===== src/rtl/reg_file_8x16_pkg.sv =====
// Shared sizing constants for the 16-bit RISC register file, decoder and datapath.
package reg_file_8x16_pkg;

  localparam int unsigned RF_DATA_W   = 16;
  localparam int unsigned RF_ADDR_W   = 3;
  localparam int unsigned RF_NUM_REGS = 1 << RF_ADDR_W;

endpackage : reg_file_8x16_pkg


===== src/rtl/reg_file_8x16.sv =====
// Eight-entry general-purpose register file: two registered read ports, one write port,
// all activity gated by the stage enable. Reads return pre-write contents (no bypass).
module reg_file_8x16
  import reg_file_8x16_pkg::*;
#(
  parameter int unsigned DATA_W = RF_DATA_W,
  parameter int unsigned ADDR_W = RF_ADDR_W
) (
  input  logic              I_CLK,
  input  logic              I_RST_N,
  input  logic              I_EN,
  input  logic              I_WE,
  input  logic [ADDR_W-1:0] I_SELA,
  input  logic [ADDR_W-1:0] I_SELB,
  input  logic [ADDR_W-1:0] I_SELD,
  input  logic [DATA_W-1:0] I_DATAD,
  output logic [DATA_W-1:0] O_DATAA,
  output logic [DATA_W-1:0] O_DATAB
);

  localparam int unsigned NUM_REGS = 1 << ADDR_W;

  logic [DATA_W-1:0]   regs [NUM_REGS];
  logic [NUM_REGS-1:0] wr_sel;

  always_comb begin
    wr_sel = '0;
    for (int unsigned i = 0; i < NUM_REGS; i++) begin
      wr_sel[i] = I_EN && I_WE && (I_SELD == ADDR_W'(i));
    end
  end

  // Read muxes sample the array before this edge's write lands, giving old-data semantics.
  always_ff @(posedge I_CLK or negedge I_RST_N) begin
    if (!I_RST_N) begin
      O_DATAA <= '0;
      O_DATAB <= '0;
      for (int unsigned i = 0; i < NUM_REGS; i++) begin
        regs[i] <= '0;
      end
    end else begin
      if (I_EN) begin
        O_DATAA <= regs[I_SELA];
        O_DATAB <= regs[I_SELB];
      end
      for (int unsigned i = 0; i < NUM_REGS; i++) begin
        if (wr_sel[i]) begin
          regs[i] <= I_DATAD;
        end
      end
    end
  end

endmodule : reg_file_8x16


===== config.mk =====
export PLATFORM = sky130hd
export DESIGN_NAME = reg_file_8x16
export DESIGN_NICKNAME = d
export VERILOG_FILES = /design/src/rtl/reg_file_8x16_pkg.sv /design/src/rtl/reg_file_8x16.sv
export SDC_FILE = /design/constraint.sdc
export NUM_CORES = 1
export LEC_CHECK = 0
export CORE_MARGIN = 5
export CORE_UTILIZATION = 62
export CTS_CLUSTER_SIZE = 40
export DETAILED_ROUTE_END_ITERATION = 7
export PLACE_DENSITY_LB_ADDON = 0.25
export SLEW_MARGIN = 10
export SYNTH_ARGS = -nofsm -noshare
export SYNTH_HDL_FRONTEND = slang
export SYNTH_SLANG_ARGS = --single-unit

===== constraint.sdc =====
create_clock -name I_CLK -period 2.15 [get_ports I_CLK]
set_clock_uncertainty 0.2 [all_clocks]
set_input_delay 0.215 -clock I_CLK [delete_from_list [all_inputs] [get_ports I_CLK]]
set_output_delay 0.215 -clock I_CLK [all_outputs]
set_load 0.005 [all_outputs]

==> metrics.md, run 1 <==
| Metric | Value |
|---|---|
| Slew at the pin closest to its max-slew limit | 0.650 ns |
| Hold_ws | 0.178 ns |
| Pleak | between 4 and 5 nW |
| TritonCTS clock tree | done |
| Ant. Diodes | 0 |
| Setup bufs post-CTS | 0 |
| Worst min-delay path class | in -> async |
| Bufs on Longest Clock Path | 2 |
| Synth area leader | dfrtp_1 |
| GRT Util Overall | 0.278 |
| Final #Nets | 749 |
| Asr flop ratio synth | 1.00 |
| Slew margin rel. | 0.567 |
| Placed wire-length estimate | 13,600 um |
| CP required | 1.74 ns |
| Crit path DAT | 1.32 ns |
| Switching share of power | 0.263 |
| Synth top area share | 0.484 |
| Post-route clock period utilization | 0.805 |
| Vias in the first global route | 6,207 |
| CTS Buf Count | 17 |
| Mapped Cells | 648 |
| Worst VDD drop | ~0.86 mV |
| Sequential share of power | 0.446 |
| RR Endpoint | O_DATAB[15] |
| Starting Density | 0.627 |
| Total I/O pin count | 61 |
| Core area | 13,200 sq um |
| Worst path slowest cell | clkdlybuf4s50_1 |
| Flop-to-flop setup slack | roughly 0.80 ns |
| Via count | between 5,000 and 6,000 |
| Power Total | 0.00940 W |
| Sw Pwr | 0.00247 W |
| Main flop type after synthesis | dfrtp_1 |
| Routed len/inst | 23.7 um |
| Chip Height | 126 um |
| Slowest stage delay, CP | 0.54 ns |
| Mapped cell area | about 8300 sq um |
| DRT iter0 DRCs | about 530 |
| Synth top cells by count | dfrtp_1 (160), mux2_2 (108), mux2i_1 (96), nor2b_1 (66) |
| Final Hold Fails | 0 |
| GRT overflow | 0 |
| Initial antenna violation count | 0 |
| Reg2reg start | regs[63] |
| Port Buf Inserts | 60 |
| Worst Path Buf+Inv | 1 |
| Status | finished clean |
| Max Cap Viol | 0 |
| First-pass GRT wire length | about 34,000 um |
| Clk Latency, worst-skew pair | 0.42 ns |
| Number of cells upsized or downsized after cts | 0 |
| Routability cong. | about 0.80 |
| P&R area growth vs syn | 20.4% |
| Clock transition at path regs | 0.06 ns |
| CP Launch Type | flip-flop |
| Final wirelength | 21,500 um |
| Vias per cell | around 6.6 |
| Fin cells | about 900 |
| Synth warn | 0 |
| CP top delay family | buffers and inverters |
| DRC Markers | 0 |
| H-Tree Depth | 4 |
| Post-synth EDFFs | 0 |
| Leading cell type by number of instances after synthesis | dfrtp_1 |
| Worst-path cell chain | clkdlybuf4s50_1 |
| Area contributors post-synth | dfrtp_1 (48%), mux2_2 (15%), mux2i_1 (12%), nor2b_1 (5.0%), a41o_1 (3.9%) |
| Hold-fix buffers at CTS | 1 |
| Power Dens Cells | roughly 940 nW/um^2 |
| Crit-path max FO | 2 |
| Syn Nets | 677 |
| Dpl cells | ~880 |
| Clk sinks | 160 |
| Pins Over Slew Limit | 0 |
| Worst path depth | 1 |
| Critical path class | reg -> out |
| Chip width | approximately 130 um |
| Worst Reg-to-Reg Cells | 3 |
| CP Capture Type | output pin |
| Share of cells above drive strength 1 | 0.290 |
| Post-synthesis cell type count | 22 |
| Crit path from | O_DATAA[13] |
| Die Area | between 15,000 and 20,000 sq um |
| Synth Area per Inst | between 10 and 15 sq um |
| Final setup fails | 0 |
| Tmin final | 1.73 ns |
| Worst setup endpoint | O_DATAA[13] |
| #FFs+latches synth | 160 |
| RSZ-0062 raised after global routing | false |
| Largest net degree at the start of global routing | 66 |
| Comb power frac | 0.215 |
| Iteration count of the initial detailed-routing pass | 5 |
| Sequential share of the synthesized area | 0.484 |
| DRT antenna net count | 0 |
| Cell Int Power | 0.00693 W |
| Setup TNS | 0 ns |
| Highest clock rate | 0.577 GHz |
| Root Buffer | clkbuf_16 |
| Clock power share | 0.339 |
| # rows | 42 |
==> registers in the layout, indices dropped and copies added (netlist names) <==
name,cells
O_DATAB,16
O_DATAA,16
regs,128
==> kinds of logic (layout without fill, tap and decap cells) <==
| kind of cell | Yosys count | count (layout) | synth area share |
|---|---|---|---|
| AND/OR/NAND/NOR | 115 | 115 | 0.0819 |
| AO/OA/AOI/OAI | 96 | 96 | 0.102 |
| multiplexers | 224 | 224 | 0.299 |
| buffers and inverters | 53 | 137 | 0.0333 |
| flip-flops | 160 | 160 | 0.484 |
==> layer usage <==
| layer | track usage | vias up | share of wire |
|---|---|---|---|
| li1 | - | 2562 | - |
| met1 | 0.362 | 3122 | 0.42 |
| met5 | 0 | - | 0 |
| met2 | 0.450 | 223 | 0.49 |
| met3 | 0.0712 | 47 | 0.065 |
| met4 | 0.105 | 0 | 0.023 |
==> worst min-delay path by stage <==
stage	from	end	slack (ns)	cells after the start
after detailed placement	I_RST_N	O_DATAB[8]	0.05	1
after global placement	I_RST_N	regs[8]	0.05	1
after CTS	I_RST_N	O_DATAB[8]	0.19	2
final	I_RST_N	O_DATAB[8]	0.18	2
after floorplan	I_RST_N	O_DATAA[0]	-0.28	0
after global routing	I_EN	O_DATAA[9]	0.22	3
==> power by group through the flow <==
stage	Combinational [W]	Sequential, W	Clock (W)
floorplan	0.00133	0.00407	0
global placement	0.00191	0.00414	0
detailed placement	0.00200	0.00421	0
CTS	0.00203	0.00417	0.00322
global route	0.00218	0.00427	0.00336
finish	0.00202	0.00419	0.00319
==> area by class of cell <==
type | instances | area (sq um)
clock buffer | 27 | 533
clock inverter | 4 | 95.1
fill | 833 | 3230
multi-input combinational | 435 | 4000
sequential | 160 | 4000
tap | 176 | 220
timing repair buffer | 106 | 1110
==> cell usage in the layout, fill, tap and decap left out <==
cell type        count
clkbuf_16           17
nand2b_1             4
nor2b_1             66
mux2_2             108
buf_12              14
buf_4               33
bufinv_16            3
clkbuf_1             3
buf_2                1
mux2i_1             96
nor2_2               5
nand2_1              1
dlygate4sd3_1        1
a41o_1              32
a22oi_1             32
clkinv_2             1
dfrtp_1            160
nand3_2              1
buf_6                1
mux2_4              20
or3_1                2
a211o_1             32
nand3_1             32
nor2_1               3
clkdlybuf4s50_1     56
nand3b_2             1
clkbuf_8             7
==> per-stage QoR <==
step | setup slack, ns | util | instance area, sq um
global placement | 0.117 | 0.707 | 9330
finish | 0.418 | 0.755 | 9960
detailed placement | 0.0711 | 0.707 | 9330
global route | 0.346 | 0.755 | 9960
CTS | 0.388 | 0.755 | 9960
floorplan | 0.447 | - | 8280
Power figures use the tool's default switching activity.
==> run 2: changes to the inputs <==
--- a/config.mk
+++ b/config.mk
@@ -6,7 +6,7 @@
 export NUM_CORES = 1
 export LEC_CHECK = 0
 export CORE_MARGIN = 5
-export CORE_UTILIZATION = 62
+export CORE_UTILIZATION = 59
 export CTS_CLUSTER_SIZE = 40
 export DETAILED_ROUTE_END_ITERATION = 7
 export PLACE_DENSITY_LB_ADDON = 0.25
==> constraint.sdc (replaced) <==
create_clock -name I_CLK -period 1.6 [get_ports I_CLK]
set_clock_uncertainty 0.2 [all_clocks]
set_input_delay 0.16 -clock I_CLK [delete_from_list [all_inputs] [get_ports I_CLK]]
set_output_delay 0.16 -clock I_CLK [all_outputs]
set_load 0.005 [all_outputs]
==> run 2 against run 1 <==
Effect of this change: non-clock buffer count rose by 12; routed wire length rose by 3.6%; combinational power rose by 32%; global-route usage rose by 0.42 points; utilization fell by 2.6 points; clock power rose by 44%.
==> metrics.md, run 2 (synthesis gave the netlist of run 1 again) <==
| Metric | Value |
|---|---|
| Most frequent cells in the layout | dfrtp_1 (160), mux2_2 (108), mux2i_1 (96) |
| Most common cell after layout, fill and taps aside | dfrtp_1 |
| Pre-CTS setup slack | -0.406 ns (-0.478 ns) |
| Flop-to-flop setup slack | 0.25 ns (-0.55 ns) |
| Clk sinks | 160 (unchanged) |
| Initial antenna violation count | 0 (unchanged) |
| Final setup fails | 0 (unchanged) |
| Post-route clock period utilization | 0.984 |
| Core area | 13,800 sq um (+4.8%) |
| First-pass GRT wire length | 35,700 um (+4.5%) |
| Pleak | 4.77 nW (+3.7%) |
| Critical path class | in -> reg |
| DRC Markers | 0 (unchanged) |
| Chip width | 128 um (+2.3%) |
| Routed len/inst | 24.1 um (+1.7%) |
| Final #Nets | 761 (+1.6%) |
| H-Tree Depth | 4 (unchanged) |
| DRT iter0 DRCs | 525 (-0.76%) |
| P&R area growth vs syn | 21.9% |
| Bufs on Longest Clock Path | 2 (unchanged) |
| Placed wire-length estimate | 14,100 um (+3.8%) |
| Setup TNS | 0 ns (unchanged) |
| Biggest regs | regs (128), O_DATAA (16), O_DATAB (16) |
| Starting Density | 0.598 (-0.0289) |
| RSZ-0062 raised after global routing | true |
| CTS Buf Count | 17 (unchanged) |
| Max FFs per register | 128 (unchanged) |
| Worst Setup Slack, final | 0.0250 ns (-0.393 ns) |
| Worst VDD drop | 0.865 mV (+1.1%) |
| Die Area | 16,500 sq um (+4.7%) |
| Share of cells above drive strength 1 | 0.305 (+0.0151) |
| Ant. Diodes | 0 (unchanged) |
| Final wirelength | 22,300 um (+3.6%) |
| Crit-path max FO | 16 (+14) |
| Routability cong. | 0.820 (+2.1%) |
| Total I/O pin count | 61 (unchanged) |
| Final Hold Fails | 0 (unchanged) |
| Iteration count of the initial detailed-routing pass | 5 (unchanged) |
| Max Cap Viol | 0 (unchanged) |
| Tmin final | 1.57 ns |
| Crit path DAT | 1.69 ns (+0.37 ns) |
| Worst Reg-to-Reg Cells | 3 (unchanged) |
| Via count | 5,957 (+0.050%) |
| Pins Over Slew Limit | 0 (unchanged) |
| Chip Height | 128 um (+2.3%) |
| Power Dens Cells | 1280 nW/um^2 (+35%) |
| CP Capture Type | flip-flop |
| TritonCTS clock tree | done |
| Root Buffer | clkbuf_16 |
| Highest clock rate | 0.635 GHz |
| Reg2reg start | regs[59] |
| CP required | 1.71 ns (-0.03 ns) |
| Vias per cell | 6.44 (-1.8%) |
| Port Buf Inserts | 60 (unchanged) |
| GRT Util Overall | 0.282 (+0.00418) |
| Slew at the pin closest to its max-slew limit | 0.698 ns (+0.0479 ns) |
| Worst min-delay path class | in -> async |
| CP Launch Type | input pin |
| DRT antenna net count | 0 (unchanged) |
| Top reg by flops | regs |
| Clk Latency, worst-skew pair | 0.43 ns (about the same) |
| Slew margin rel. | 0.535 (-0.0319) |
| Vias in the first global route | 6,392 (+3.0%) |
| RR Endpoint | O_DATAB[11] |
| # rows | 43 (+2.4%) |
| Largest net degree at the start of global routing | 65 (-1.5%) |
| Status | finished clean |
| Clock transition at path regs | 0.06 ns (about the same) |
| GRT overflow | 0 (unchanged) |
==> run 2: cell count changes in the layout (fill, tap and decap cells not counted), moves of 2 or more <==
cell	change
buf_4	+10
dlygate4sd2_1	+32
buf_12	+2
clkdlybuf4s50_1	-32
clkinv_2	+4
clkbuf_8	-6
bufinv_16	+3
==> run 2: where the power goes <==
part | switching [W] | internal (W) | leakage [nW]
registers | 0.000693 | 0.00494 | 1.97
logic | 0.00110 | 0.00156 | 2.48
clock network | 0.00163 | 0.00295 | 0.324
total | 0.00342 | 0.00946 | 4.77
==> run 2: worst max-delay path, stage by stage <==
cell and delay [ns]:
clkdlybuf4s50_1 0.53, nand3b_4 0.09, or3_1 0.40, buf_12 0.19
mux2_4 0.31
==> run 2: repair_timing <==
action,CTS,global route
hold buffers,1,0
gates resized for setup,32,1
hold endpoints to repair,160,0
buffers inserted,2,0
endpoints found under the setup margin,32,10
==> run 2: stage by stage <==
stage / utilization / power (W) / std cells / hold slack (ns) / area [sq um]
final: 0.729 / 0.0129 / 925 / 0.0227 / 10100
after global routing: 0.729 / 0.0134 / 925 / 0.0597 / 10100
after CTS: 0.729 / 0.0129 / 925 / 0.0348 / 10100
after detailed placement: 0.683 / 0.00837 / 890 / -0.0868 / 9440
after global placement: 0.683 / 0.00817 / 890 / -0.0933 / 9440
after floorplan: - / 0.00726 / 648 / -0.336 / 8290
==> run 2: cell type report <==
cell class,count,area [sq um]
Timing Repair Buffer,118,1190
Multi-Input combinational cell,435,4010
Clock buffer,20,447
Clock inverter,12,213
Tap cell,180,225
Sequential cell,160,4000
Fill cell,911,3740
==> run 2: metal layers <==
layer | up-vias | GRT usage | share of wire
met2 | 227 | 0.473 | 0.51
met5 | - | 0 | 0
met4 | 0 | 0.0811 | 0.014
li1 | 2592 | - | -
met1 | 3109 | 0.359 | 0.41
met3 | 29 | 0.0785 | 0.063
==> run 2: how the worst max path moves through the flow <==
stage,from,to,cells past startpoint
after floorplan,I_SELB[0],O_DATAB[1],6
after global placement,I_WE,regs[126],5
after detailed placement,I_WE,regs[124],5
after CTS,I_WE,regs[122],5
after global routing,I_WE,regs[10],6
final,I_WE,regs[122],5
==> run 3: changes to the inputs <==
--- a/config.mk
+++ b/config.mk
@@ -5,7 +5,6 @@
 export SDC_FILE = /design/constraint.sdc
 export NUM_CORES = 1
 export LEC_CHECK = 0
-export CORE_MARGIN = 5
 export CORE_UTILIZATION = 59
 export CTS_CLUSTER_SIZE = 40
 export DETAILED_ROUTE_END_ITERATION = 7
==> run 3 against run 2 <==
Effect of this change: routed wire length is 5.1% lower; final area fell by 1.1%; count of clock-buffer cells in the layout rose by 8; non-clock buffer count decreased by 11; clock power down 6.1%; total power decreased by 2.6%; global-route usage grew 2.9 points; critical path depth is 1 higher; highest routed layer unchanged; via count fell by 2.0%.
==> metrics.md, run 3 (synthesis gave the netlist of run 1 again) <==
| Metric | Value |
|---|---|
| Status | finished clean |
| Clock transition at path regs | 0.06 ns (about the same) |
| Vias in the first global route | 6,038 (-5.5%) |
| Slew margin rel. | 0.565 (+0.0301) |
| Worst VDD drop | 0.841 mV (-2.8%) |
| Chip Height | 120 um (-6.2%) |
| Chip width | 120 um (-6.2%) |
| GRT Util Overall | 0.311 (+0.0294) |
| Biggest regs | regs (128), O_DATAA (16), O_DATAB (16) |
| Max FFs per register | 128 (unchanged) |
| DRT iter0 DRCs | 541 (+3.0%) |
| CP Launch Type | input pin |
| First-pass GRT wire length | 33,500 um (-6.2%) |
| DRC Markers | 0 (unchanged) |
| Share of cells above drive strength 1 | 0.289 (-0.0159) |
| Port Buf Inserts | 60 (unchanged) |
| Power Total | 0.0125 W (-2.6%) |
| Final setup fails | 0 (unchanged) |
| Critical path class | in -> reg |
| CTS Buf Count | 17 (unchanged) |
| Final #Nets | 750 (-1.4%) |
| Crit path DAT | 1.70 ns (about the same) |
| Iteration count of the initial detailed-routing pass | 5 (unchanged) |
| Crit-path max FO | 8 (-8) |
| P&R area growth vs syn | 20.5% |
| Final Hold Fails | 0 (unchanged) |
| Bufs on Longest Clock Path | 2 (unchanged) |
| Top reg by flops | regs |
| Placed wire-length estimate | 13,100 um (-7.2%) |
| Worst min-delay path class | in -> reg |
| TritonCTS clock tree | done |
| Final instance area | 9970 sq um (-1.1%) |
| Pre-CTS setup slack | -0.410 ns (-0.00390 ns) |
| Flop-to-flop setup slack | 0.28 ns (+0.03 ns) |
| Vias per cell | 6.42 (-0.35%) |
| Clk Latency, worst-skew pair | 0.43 ns (about the same) |
| Largest net degree at the start of global routing | 65 (unchanged) |
| Clk sinks | 160 (unchanged) |
| Tmin final | 1.58 ns (+0.00534 ns) |
| H-Tree Depth | 4 (unchanged) |
| Pins Over Slew Limit | 0 (unchanged) |
| Root Buffer | clkbuf_16 |
| CP required | 1.72 ns (about the same) |
| Highest clock rate | 0.633 GHz (-0.34%) |
| Starting Density | 0.615 (+0.0166) |
| Hold_ws | 0.0708 ns (+0.0481 ns) |
| GRT overflow | 0 (unchanged) |
| Via count | 5,840 (-2.0%) |
| # rows | 42 (-2.3%) |
| Pleak | 4.70 nW (-1.5%) |
| Most common cell after layout, fill and taps aside | dfrtp_1 |
| DP Area | 9350 sq um (-0.93%) |
| Slew at the pin closest to its max-slew limit | 0.653 ns (-0.0451 ns) |
| Max Cap Viol | 0 (unchanged) |
| Initial antenna violation count | 0 (unchanged) |
| Die Area | 14,500 sq um (-12%) |
| Total I/O pin count | 61 (unchanged) |
| Final wirelength | 21,100 um (-5.1%) |
| Post-route clock period utilization | 0.988 (+0.00333) |
| Ant. Diodes | 0 (unchanged) |
| CP Capture Type | flip-flop |
| Routability cong. | 0.799 (-2.5%) |
| Most frequent cells in the layout | dfrtp_1 (160), mux2_2 (108), mux2i_1 (96) |
| DRT antenna net count | 0 (unchanged) |
| Core area | 13,500 sq um (-2.7%) |
| RSZ-0062 raised after global routing | true |
| Worst Setup Slack, final | 0.0197 ns (-0.00534 ns) |
| Routed len/inst | 23.2 um (-3.5%) |
| Power Dens Cells | 1260 nW/um^2 (-1.5%) |
## run 3: report_power, final
part	total [W]	switching, W	internal (W)	leakage (nW)
sequential	0.00563	0.000689	0.00494	1.97
clock	0.00430	0.00159	0.00271	0.305
combinational	0.00262	0.00107	0.00154	2.43
total	0.0125	0.00335	0.00919	4.70
## run 3: repair_timing
action | 4_1_cts | 5_1_grt
buffers inserted | 1 | 0
gates cloned | 0 | 0
setup endpoints to repair | 32 | 82
hold endpoints to repair | 160 | 0
resized for setup | 32 | 2
hold buffers | 2 | 0
## run 3: worst paths after layout
| kind | startpoint | to | cells after the start |
|---|---|---|---|
| worst min-delay path | I_SELB[0] | O_DATAB[6] | 3 |
| worst max register to register | regs[56] | O_DATAB[8] | 3 |
| min in group asynchronous | I_RST_N | O_DATAB[7] | 3 |
| max in group asynchronous | I_RST_N | O_DATAA[13] | 4 |
| worst max-delay path | I_WE | regs[8] | 6 |
| worst min register to register | regs[61] | regs[61] | 1 |
## run 3: critical path: stages
cell,delay (ns)
clkdlybuf4s50_1,0.54
nand3_2,0.11
buf_4,0.16
nor2_2,0.12
buf_4,0.24
mux2_2,0.36
## run 3: final cells by class
class,count,area [sq um]
clock inverters,4,95.1
flip-flops and latches,160,4000
repair buffers,107,1120
well taps,176,220
multi-input cells,435,4010
clock buffers,28,527
fillers,942,3480
## run 3: metal layers
| metal | global-route usage | routed length, um |
|---|---|---|
| met2 | 0.506 | 10400 |
| met1 | 0.422 | 9210 |
| met4 | 0.0957 | 310 |
| met5 | 0 | 0 |
| met3 | 0.0627 | 1200 |
## run 3: metrics by stage
stage | utilization | cells | setup TNS [ns]
after floorplan | - | 648 | 0
after global placement | 0.695 | 875 | -52.78
after detailed placement | 0.695 | 875 | -56.10
after CTS | 0.740 | 910 | 0
after global routing | 0.741 | 910 | -0.104
final | 0.741 | 910 | 0
